### src/rtl/wishbone_arbiter_pkg.sv
// Shared Wishbone widths and arbiter state encodings.
package wishbone_arbiter_pkg;
    localparam int WB_ADDR_W = 32;
    localparam int WB_DATA_W = 64;
    localparam int TMO_W     = 16;

    localparam logic [1:0] ST_IDLE    = 2'd0;
    localparam logic [1:0] ST_GRANT   = 2'd1;
    localparam logic [1:0] ST_ERR     = 2'd2;
    localparam logic [1:0] ST_RELEASE = 2'd3;
endpackage

### src/rtl/wishbone_arbiter_if.sv
// Requester-side and shared-bus signals of the Wishbone arbiter.
interface wishbone_arbiter_if #(
    parameter int NUM_REQ = 2
);
    import wishbone_arbiter_pkg::*;

    // Packed per-requester arrays: requester k sits at bits [W*k+W-1:W*k].
    logic [NUM_REQ-1:0]                s_cyc_i;
    logic [NUM_REQ-1:0]                s_stb_i;
    logic [NUM_REQ-1:0]                s_we_i;
    logic [NUM_REQ-1:0][WB_ADDR_W-1:0] s_addr_i;
    logic [NUM_REQ-1:0][WB_DATA_W-1:0] s_data_i;
    logic [WB_DATA_W-1:0]              s_data_o;
    logic [NUM_REQ-1:0]                s_ack_o;
    logic [NUM_REQ-1:0]                s_err_o;

    logic                              m_cyc_o;
    logic                              m_stb_o;
    logic                              m_we_o;
    logic [WB_ADDR_W-1:0]              m_addr_o;
    logic [WB_DATA_W-1:0]              m_data_o;
    logic [WB_DATA_W-1:0]              m_data_i;
    logic                              m_ack_i;

    // Arbiter side.
    modport slave (
        input  s_cyc_i, s_stb_i, s_we_i, s_addr_i, s_data_i, m_data_i, m_ack_i,
        output s_data_o, s_ack_o, s_err_o, m_cyc_o, m_stb_o, m_we_o, m_addr_o, m_data_o
    );

    // Environment side: requesters plus the shared slave.
    modport master (
        output s_cyc_i, s_stb_i, s_we_i, s_addr_i, s_data_i, m_data_i, m_ack_i,
        input  s_data_o, s_ack_o, s_err_o, m_cyc_o, m_stb_o, m_we_o, m_addr_o, m_data_o
    );
endinterface

### src/rtl/wishbone_arbiter_rr_picker.sv
// Combinational round-robin picker: first requester after last_i, wrapping.
module wishbone_arbiter_rr_picker #(
    parameter int N     = 2,
    parameter int IDX_W = $clog2(N)
) (
    input  logic [N-1:0]     req_i,
    input  logic [IDX_W-1:0] last_i,
    output logic [N-1:0]     gnt_o,
    output logic [IDX_W-1:0] idx_o,
    output logic             vld_o
);
    // Scan from the farthest offset down so the nearest requester overwrites.
    always_comb begin
        gnt_o = '0;
        idx_o = '0;
        vld_o = 1'b0;
        for (int i = N; i >= 1; i--) begin
            if (req_i[(int'(last_i) + i) % N]) begin
                gnt_o = '0;
                gnt_o[(int'(last_i) + i) % N] = 1'b1;
                idx_o = IDX_W'((int'(last_i) + i) % N);
                vld_o = 1'b1;
            end
        end
    end
endmodule

### src/rtl/wishbone_arbiter.sv
// Round-robin arbiter sharing one classic Wishbone bus among NUM_REQ masters,
// with a watchdog that ends an unacknowledged cycle with ERR.
module wishbone_arbiter
    import wishbone_arbiter_pkg::*;
#(
    parameter int NUM_REQ        = 2,
    parameter int TIMEOUT_CYCLES = 255
) (
    input  logic                clk_i,
    input  logic                rst_i,
    wishbone_arbiter_if.slave   bus,
    output logic [NUM_REQ-1:0]  grant_o,
    output logic                busy_o
);
    localparam int IDX_W = $clog2(NUM_REQ);

    logic [1:0]         state_q, state_d;
    logic [NUM_REQ-1:0] grant_q, grant_d;
    logic [IDX_W-1:0]   last_q, last_d;
    logic [TMO_W-1:0]   tmo_q, tmo_d, tmo_inc;

    logic [NUM_REQ-1:0] pick_gnt;
    logic [IDX_W-1:0]   pick_idx;
    logic               pick_vld;
    logic               in_grant;
    logic               own_cyc;

    wishbone_arbiter_rr_picker #(.N(NUM_REQ), .IDX_W(IDX_W)) u_picker (
        .req_i  (bus.s_cyc_i),
        .last_i (last_q),
        .gnt_o  (pick_gnt),
        .idx_o  (pick_idx),
        .vld_o  (pick_vld)
    );

    // last_q doubles as the owner index for as long as a grant is held.
    assign in_grant = (state_q == ST_GRANT);
    assign own_cyc  = bus.s_cyc_i[last_q];

    assign bus.m_cyc_o  = in_grant & own_cyc;
    assign bus.m_stb_o  = in_grant & bus.s_stb_i[last_q];
    assign bus.m_we_o   = in_grant & bus.s_we_i[last_q];
    assign bus.m_addr_o = in_grant ? bus.s_addr_i[last_q] : '0;
    assign bus.m_data_o = in_grant ? bus.s_data_i[last_q] : '0;

    assign bus.s_data_o = bus.m_data_i;
    assign bus.s_ack_o  = (in_grant && bus.m_ack_i) ? grant_q : '0;
    assign bus.s_err_o  = (state_q == ST_ERR) ? grant_q : '0;

    assign grant_o = grant_q;
    assign busy_o  = (state_q != ST_IDLE);

    assign tmo_inc = (&tmo_q) ? tmo_q : tmo_q + 1'b1;

    always_comb begin
        state_d = state_q;
        grant_d = grant_q;
        last_d  = last_q;
        tmo_d   = '0;
        case (state_q)
            ST_IDLE: begin
                if (pick_vld) begin
                    state_d = ST_GRANT;
                    grant_d = pick_gnt;
                    last_d  = pick_idx;
                end
            end
            ST_GRANT: begin
                if (!own_cyc) begin
                    state_d = ST_IDLE;
                    grant_d = '0;
                end else if (!bus.m_ack_i && bus.m_stb_o) begin
                    // ACK on the limit cycle takes the other branch and clears.
                    if (tmo_inc >= TMO_W'(TIMEOUT_CYCLES)) begin
                        state_d = ST_ERR;
                    end else begin
                        tmo_d = tmo_inc;
                    end
                end
            end
            ST_ERR: begin
                state_d = ST_RELEASE;
            end
            default: begin
                if (!own_cyc) begin
                    state_d = ST_IDLE;
                    grant_d = '0;
                end
            end
        endcase
    end

    always_ff @(posedge clk_i) begin
        if (!rst_i) begin
            state_q <= ST_IDLE;
            grant_q <= '0;
            last_q  <= IDX_W'(NUM_REQ - 1);
            tmo_q   <= '0;
        end else begin
            state_q <= state_d;
            grant_q <= grant_d;
            last_q  <= last_d;
            tmo_q   <= tmo_d;
        end
    end
endmodule

### src/flat_wrapper.sv
// flat-port wrapper written by rule: the top's interface ports become plain ports
module wishbone_arbiter_flat import wishbone_arbiter_pkg::*;
#(
    parameter int NUM_REQ        = 2,
    parameter int TIMEOUT_CYCLES = 255
)
  (clk_i, rst_i, grant_o, busy_o, bus_s_cyc_i, bus_s_stb_i, bus_s_we_i, bus_s_addr_i, bus_s_data_i, bus_m_data_i, bus_m_ack_i, bus_s_data_o, bus_s_ack_o, bus_s_err_o, bus_m_cyc_o, bus_m_stb_o, bus_m_we_o, bus_m_addr_o, bus_m_data_o);
  wishbone_arbiter_if #(.NUM_REQ(NUM_REQ)) bus_i ();
  input  logic clk_i;
  input  logic rst_i;
  output logic [NUM_REQ-1:0] grant_o;
  output logic busy_o;
  input wire logic [$bits(bus_i.s_cyc_i)-1:0] bus_s_cyc_i;
  input wire logic [$bits(bus_i.s_stb_i)-1:0] bus_s_stb_i;
  input wire logic [$bits(bus_i.s_we_i)-1:0] bus_s_we_i;
  input wire logic [$bits(bus_i.s_addr_i)-1:0] bus_s_addr_i;
  input wire logic [$bits(bus_i.s_data_i)-1:0] bus_s_data_i;
  input wire logic [$bits(bus_i.m_data_i)-1:0] bus_m_data_i;
  input wire logic [$bits(bus_i.m_ack_i)-1:0] bus_m_ack_i;
  output wire logic [$bits(bus_i.s_data_o)-1:0] bus_s_data_o;
  output wire logic [$bits(bus_i.s_ack_o)-1:0] bus_s_ack_o;
  output wire logic [$bits(bus_i.s_err_o)-1:0] bus_s_err_o;
  output wire logic [$bits(bus_i.m_cyc_o)-1:0] bus_m_cyc_o;
  output wire logic [$bits(bus_i.m_stb_o)-1:0] bus_m_stb_o;
  output wire logic [$bits(bus_i.m_we_o)-1:0] bus_m_we_o;
  output wire logic [$bits(bus_i.m_addr_o)-1:0] bus_m_addr_o;
  output wire logic [$bits(bus_i.m_data_o)-1:0] bus_m_data_o;
  assign bus_i.s_cyc_i = bus_s_cyc_i;
  assign bus_i.s_stb_i = bus_s_stb_i;
  assign bus_i.s_we_i = bus_s_we_i;
  assign bus_i.s_addr_i = bus_s_addr_i;
  assign bus_i.s_data_i = bus_s_data_i;
  assign bus_i.m_data_i = bus_m_data_i;
  assign bus_i.m_ack_i = bus_m_ack_i;
  assign bus_s_data_o = bus_i.s_data_o;
  assign bus_s_ack_o = bus_i.s_ack_o;
  assign bus_s_err_o = bus_i.s_err_o;
  assign bus_m_cyc_o = bus_i.m_cyc_o;
  assign bus_m_stb_o = bus_i.m_stb_o;
  assign bus_m_we_o = bus_i.m_we_o;
  assign bus_m_addr_o = bus_i.m_addr_o;
  assign bus_m_data_o = bus_i.m_data_o;
  wishbone_arbiter #(.NUM_REQ(NUM_REQ), .TIMEOUT_CYCLES(TIMEOUT_CYCLES)) u_core (.clk_i(clk_i), .rst_i(rst_i), .bus(bus_i), .grant_o(grant_o), .busy_o(busy_o));
endmodule
### config.mk
export PLATFORM = sky130hd
export DESIGN_NAME = wishbone_arbiter_flat
export DESIGN_NICKNAME = d
export VERILOG_FILES = /design/src/rtl/wishbone_arbiter_pkg.sv /design/src/rtl/wishbone_arbiter_if.sv /design/src/rtl/wishbone_arbiter_rr_picker.sv /design/src/rtl/wishbone_arbiter.sv /design/src/flat_wrapper.sv
export SDC_FILE = /design/constraint.sdc
export NUM_CORES = 1
export LEC_CHECK = 0
export ABC_CLOCK_PERIOD_IN_PS = 1670
export CORE_AREA = 3 3 168 170
export DETAILED_ROUTE_END_ITERATION = 6
export DIE_AREA = 0 0 171 173
export SLEW_MARGIN = 20
export SYNTH_ARGS = -nofsm -noshare
export SYNTH_HDL_FRONTEND = slang
export SYNTH_SLANG_ARGS = --single-unit
### constraint.sdc
create_clock -name clk_i -period 1.67 [get_ports clk_i]
set_input_delay 0.4175 -clock clk_i [delete_from_list [all_inputs] [get_ports clk_i]]
set_output_delay 0.4175 -clock clk_i [all_outputs]
set_load 0.02 [all_outputs]
==> flow_summary.yaml <==
synth:
  synth_most_common_cell: "nor2_1"
  synth_cell_type_count: 46
  synth-edff-count: 0
  synth_flop_cell: "dfxtp_1"
  synthArstFlopShare_pct: 0
  synth_area_per_cell_um2: 7.57
  yosys.area.top_type_share_pct: 33.1
  synthTopCellsByCount: "nor2_1, mux2i_1, buf_4"
  ys_ff_latch: 21
  synthCells: 403
  yosys_warnings: 0
  mappedNetlistArea_um2: 3050
  yosysTopAreaCell: "mux2i_1"
  synth.top_cells.by_area: "mux2i_1, buf_4, dfxtp_1"
  yosysSeqAreaShare_pct: 13.8
finish:
  synthToLayoutAreaGrowth_pct: 147
  fin_util_pct: 28.1
  drive_gt1_share_pct: 43.8
  design_area_um2: 7540
  nets: 988
global_routing:
  antenna_found_initial: 0
  grt_usage_pct: 9.55
  grt-ovfl-total: 0
  grt_pass1_wl_mm: 22.2
  grt_max_degree: 35
  grt_pass1_vias: 3871
routing:
  wl_met3_mm: 1.66
  detail-route-antenna-nets: 0
  firstDrtPassIters: 4
  via_per_inst: 3.79
  wl_mm: 18.2
  met2_length_mm: 9.81
  routed.top_layer: "met4"
  wl_per_cell_um: 17.1
  drc: 0
  drt_iter0_markers: 157
  num_vias: 4029
  drt-met1-wl_mm: 6.50
clock_network:
  cts_max_path_buffers: 2
  path_clk_slew_ns: 0.06
  cts.sinks: 21
  cts_buffers: 3
  root_buffer: "clkbuf_16"
  postCtsHoldBufs: 0
  cts_tree: "yes"
  clk_latency_ns: 0.26
  htree_levels: 1
sta:
  setup_viol: 109
  hold_viol_final: 0
  final-max-slew-violation-count: 0
  finalClockSkew_ns: 0.00119
  min_period_over_period_pct: 117
  setup_ws_ns: -0.276
  fmax_mhz: 514
  finalCriticalPeriod_ns: 1.95
  rsz0062_at_grt: "true"
power:
  p_leak_nw: 3.46
  peakVddDrop_v: 0.000211
  cellPowerDensity_nw_per_um2: 473
floorplanning:
  die_area_um2: 29600
  fp.dieH_um: 173
  start_util_pct: 11.4
  core-area_um2: 26900
  rows: 60
  dieWidth_um: 171
  pin_count: 435
critical_path:
  required_ns: 1.25
  path_max_fanout: 8
  cp-start-kind: "flip-flop"
  critPathCaptureType: "output port"
  cp_data_arrival_time_ns: 1.53
  criticalPathCategory: "reg -> out"
  reg2reg_slack_ns: -0.11
placed_design:
  dpl_cell_area_um2: 6590
  dp_slack_ns: -0.558
  gp_congestion: 0.840
  dp_hpwl_mm: 13.3
  io_buffer_count: 306
run_status:
  violations: "setup timing"
  outcome: "finished, violations left"
job:
  maxCapViolCount: 0
hold_path:
  hold_class: "reg -> reg"
[flip-flops by register name, indices dropped and copies added, names as in the netlist]
| name | cells |
|---|---|
| u_core.grant_o | 2 |
| u_core.state_q | 2 |
| u_core.last_q | 1 |
| u_core.tmo_q | 16 |
[area by class of cell]
type | instances | area [um2]
flip-flops and latches | 21 | 439
inverters | 2 | 7.51
clock buffers | 4 | 78.8
repair buffers | 396 | 3940
diodes | 1 | 2.50
well taps | 341 | 427
fillers | 2871 | 19300
multi-input cells | 298 | 2650
[final timing paths]
path / from / to / cells past startpoint
max: u_core.last_q / bus_m_data_o[24] / 5
min: u_core.grant_o[1] / u_core.grant_o[1] / 2
max reg2reg: u_core.tmo_q[0] / u_core.tmo_q[4] / 7
min reg2reg: u_core.grant_o[1] / u_core.grant_o[1] / 2
[worst max-delay path, cell delays in order (launching register included)]
cell and delay [ns]:
dfxtp_4 0.42, clkbuf_16 0.22, clkbuf_16 0.18, mux2i_1 0.24, nor2_2 0.06, buf_2 0.16
[cells in the final DEF, fill, tap and decap left out, types with 3 or more instances in the layout]
master,netlist,layout
mux2i_2,0,18
nand2_1,7,7
buf_16,0,3
buf_2,13,42
mux2i_1,101,66
nor2_4,0,8
dfxtp_4,0,3
clkdlybuf4s50_1,0,199
conb_1,1,8
xnor2_1,3,3
dfxtp_1,21,12
buf_8,0,4
nand3_1,5,3
and3_1,6,5
nor2_2,0,37
dfxtp_2,0,6
buf_6,0,44
nor2_1,112,67
buf_12,0,8
buf_4,64,77
mux2i_4,0,17
clkbuf_16,0,15
nand4_4,1,3
xor2_1,3,3
nand4_1,5,5
dlymetal6s2s_1,0,3
clkbuf_2,0,3
[per-stage QoR]
step | power, mW | std cells | setup TNS [ns] | hold WS [ns]
finish | 3.57 | 1063 | -17.55 | 0.525
global placement | 2.62 | 1023 | -41.54 | 0.516
detailed placement | 2.63 | 1023 | -42.60 | 0.520
global route | 3.76 | 1062 | -25.97 | 0.573
floorplan | 1.67 | 410 | -2.26 | 0.494
CTS | 3.09 | 1029 | -19.53 | 0.528
[cell families (layout without fill, tap and decap cells)]
logic type | count (synthesis) | in the layout | share of synthesized area [%]
simple gates | 158 | 159 | 25.5
mux | 101 | 101 | 33.1
buf+inv | 92 | 402 | 19.7
compound gates | 23 | 23 | 5.62
flops | 21 | 21 | 13.8
xor+xnor | 6 | 6 | 1.72
fa+ha+maj | 1 | 1 | 0.410
other cells | 1 | 9 | 0.123
[what timing repair did]
action                                  4_1_cts  5_1_grt
setup buffers                                 2       19
cloned                                        0       14
pin swaps                                     0       17
resized for setup                           391      226
endpoints found under the setup margin      114      116
[layer usage]
metal | up-vias | GRT usage (%)
met5 | - | 0
met4 | 0 | 1.74
met3 | 21 | 3.57
met2 | 201 | 17.9
met1 | 1846 | 10.1
li1 | 1961 | -
[where the power goes]
part	leakage [nW]	total [mW]	switching (mW)	internal, mW
clock network	0.0382	0.519	0.193	0.326
registers	0.176	0.559	0.0342	0.525
logic	3.24	2.49	1.09	1.40
total	3.46	3.57	1.32	2.25
(Power assumes the default switching activity.)
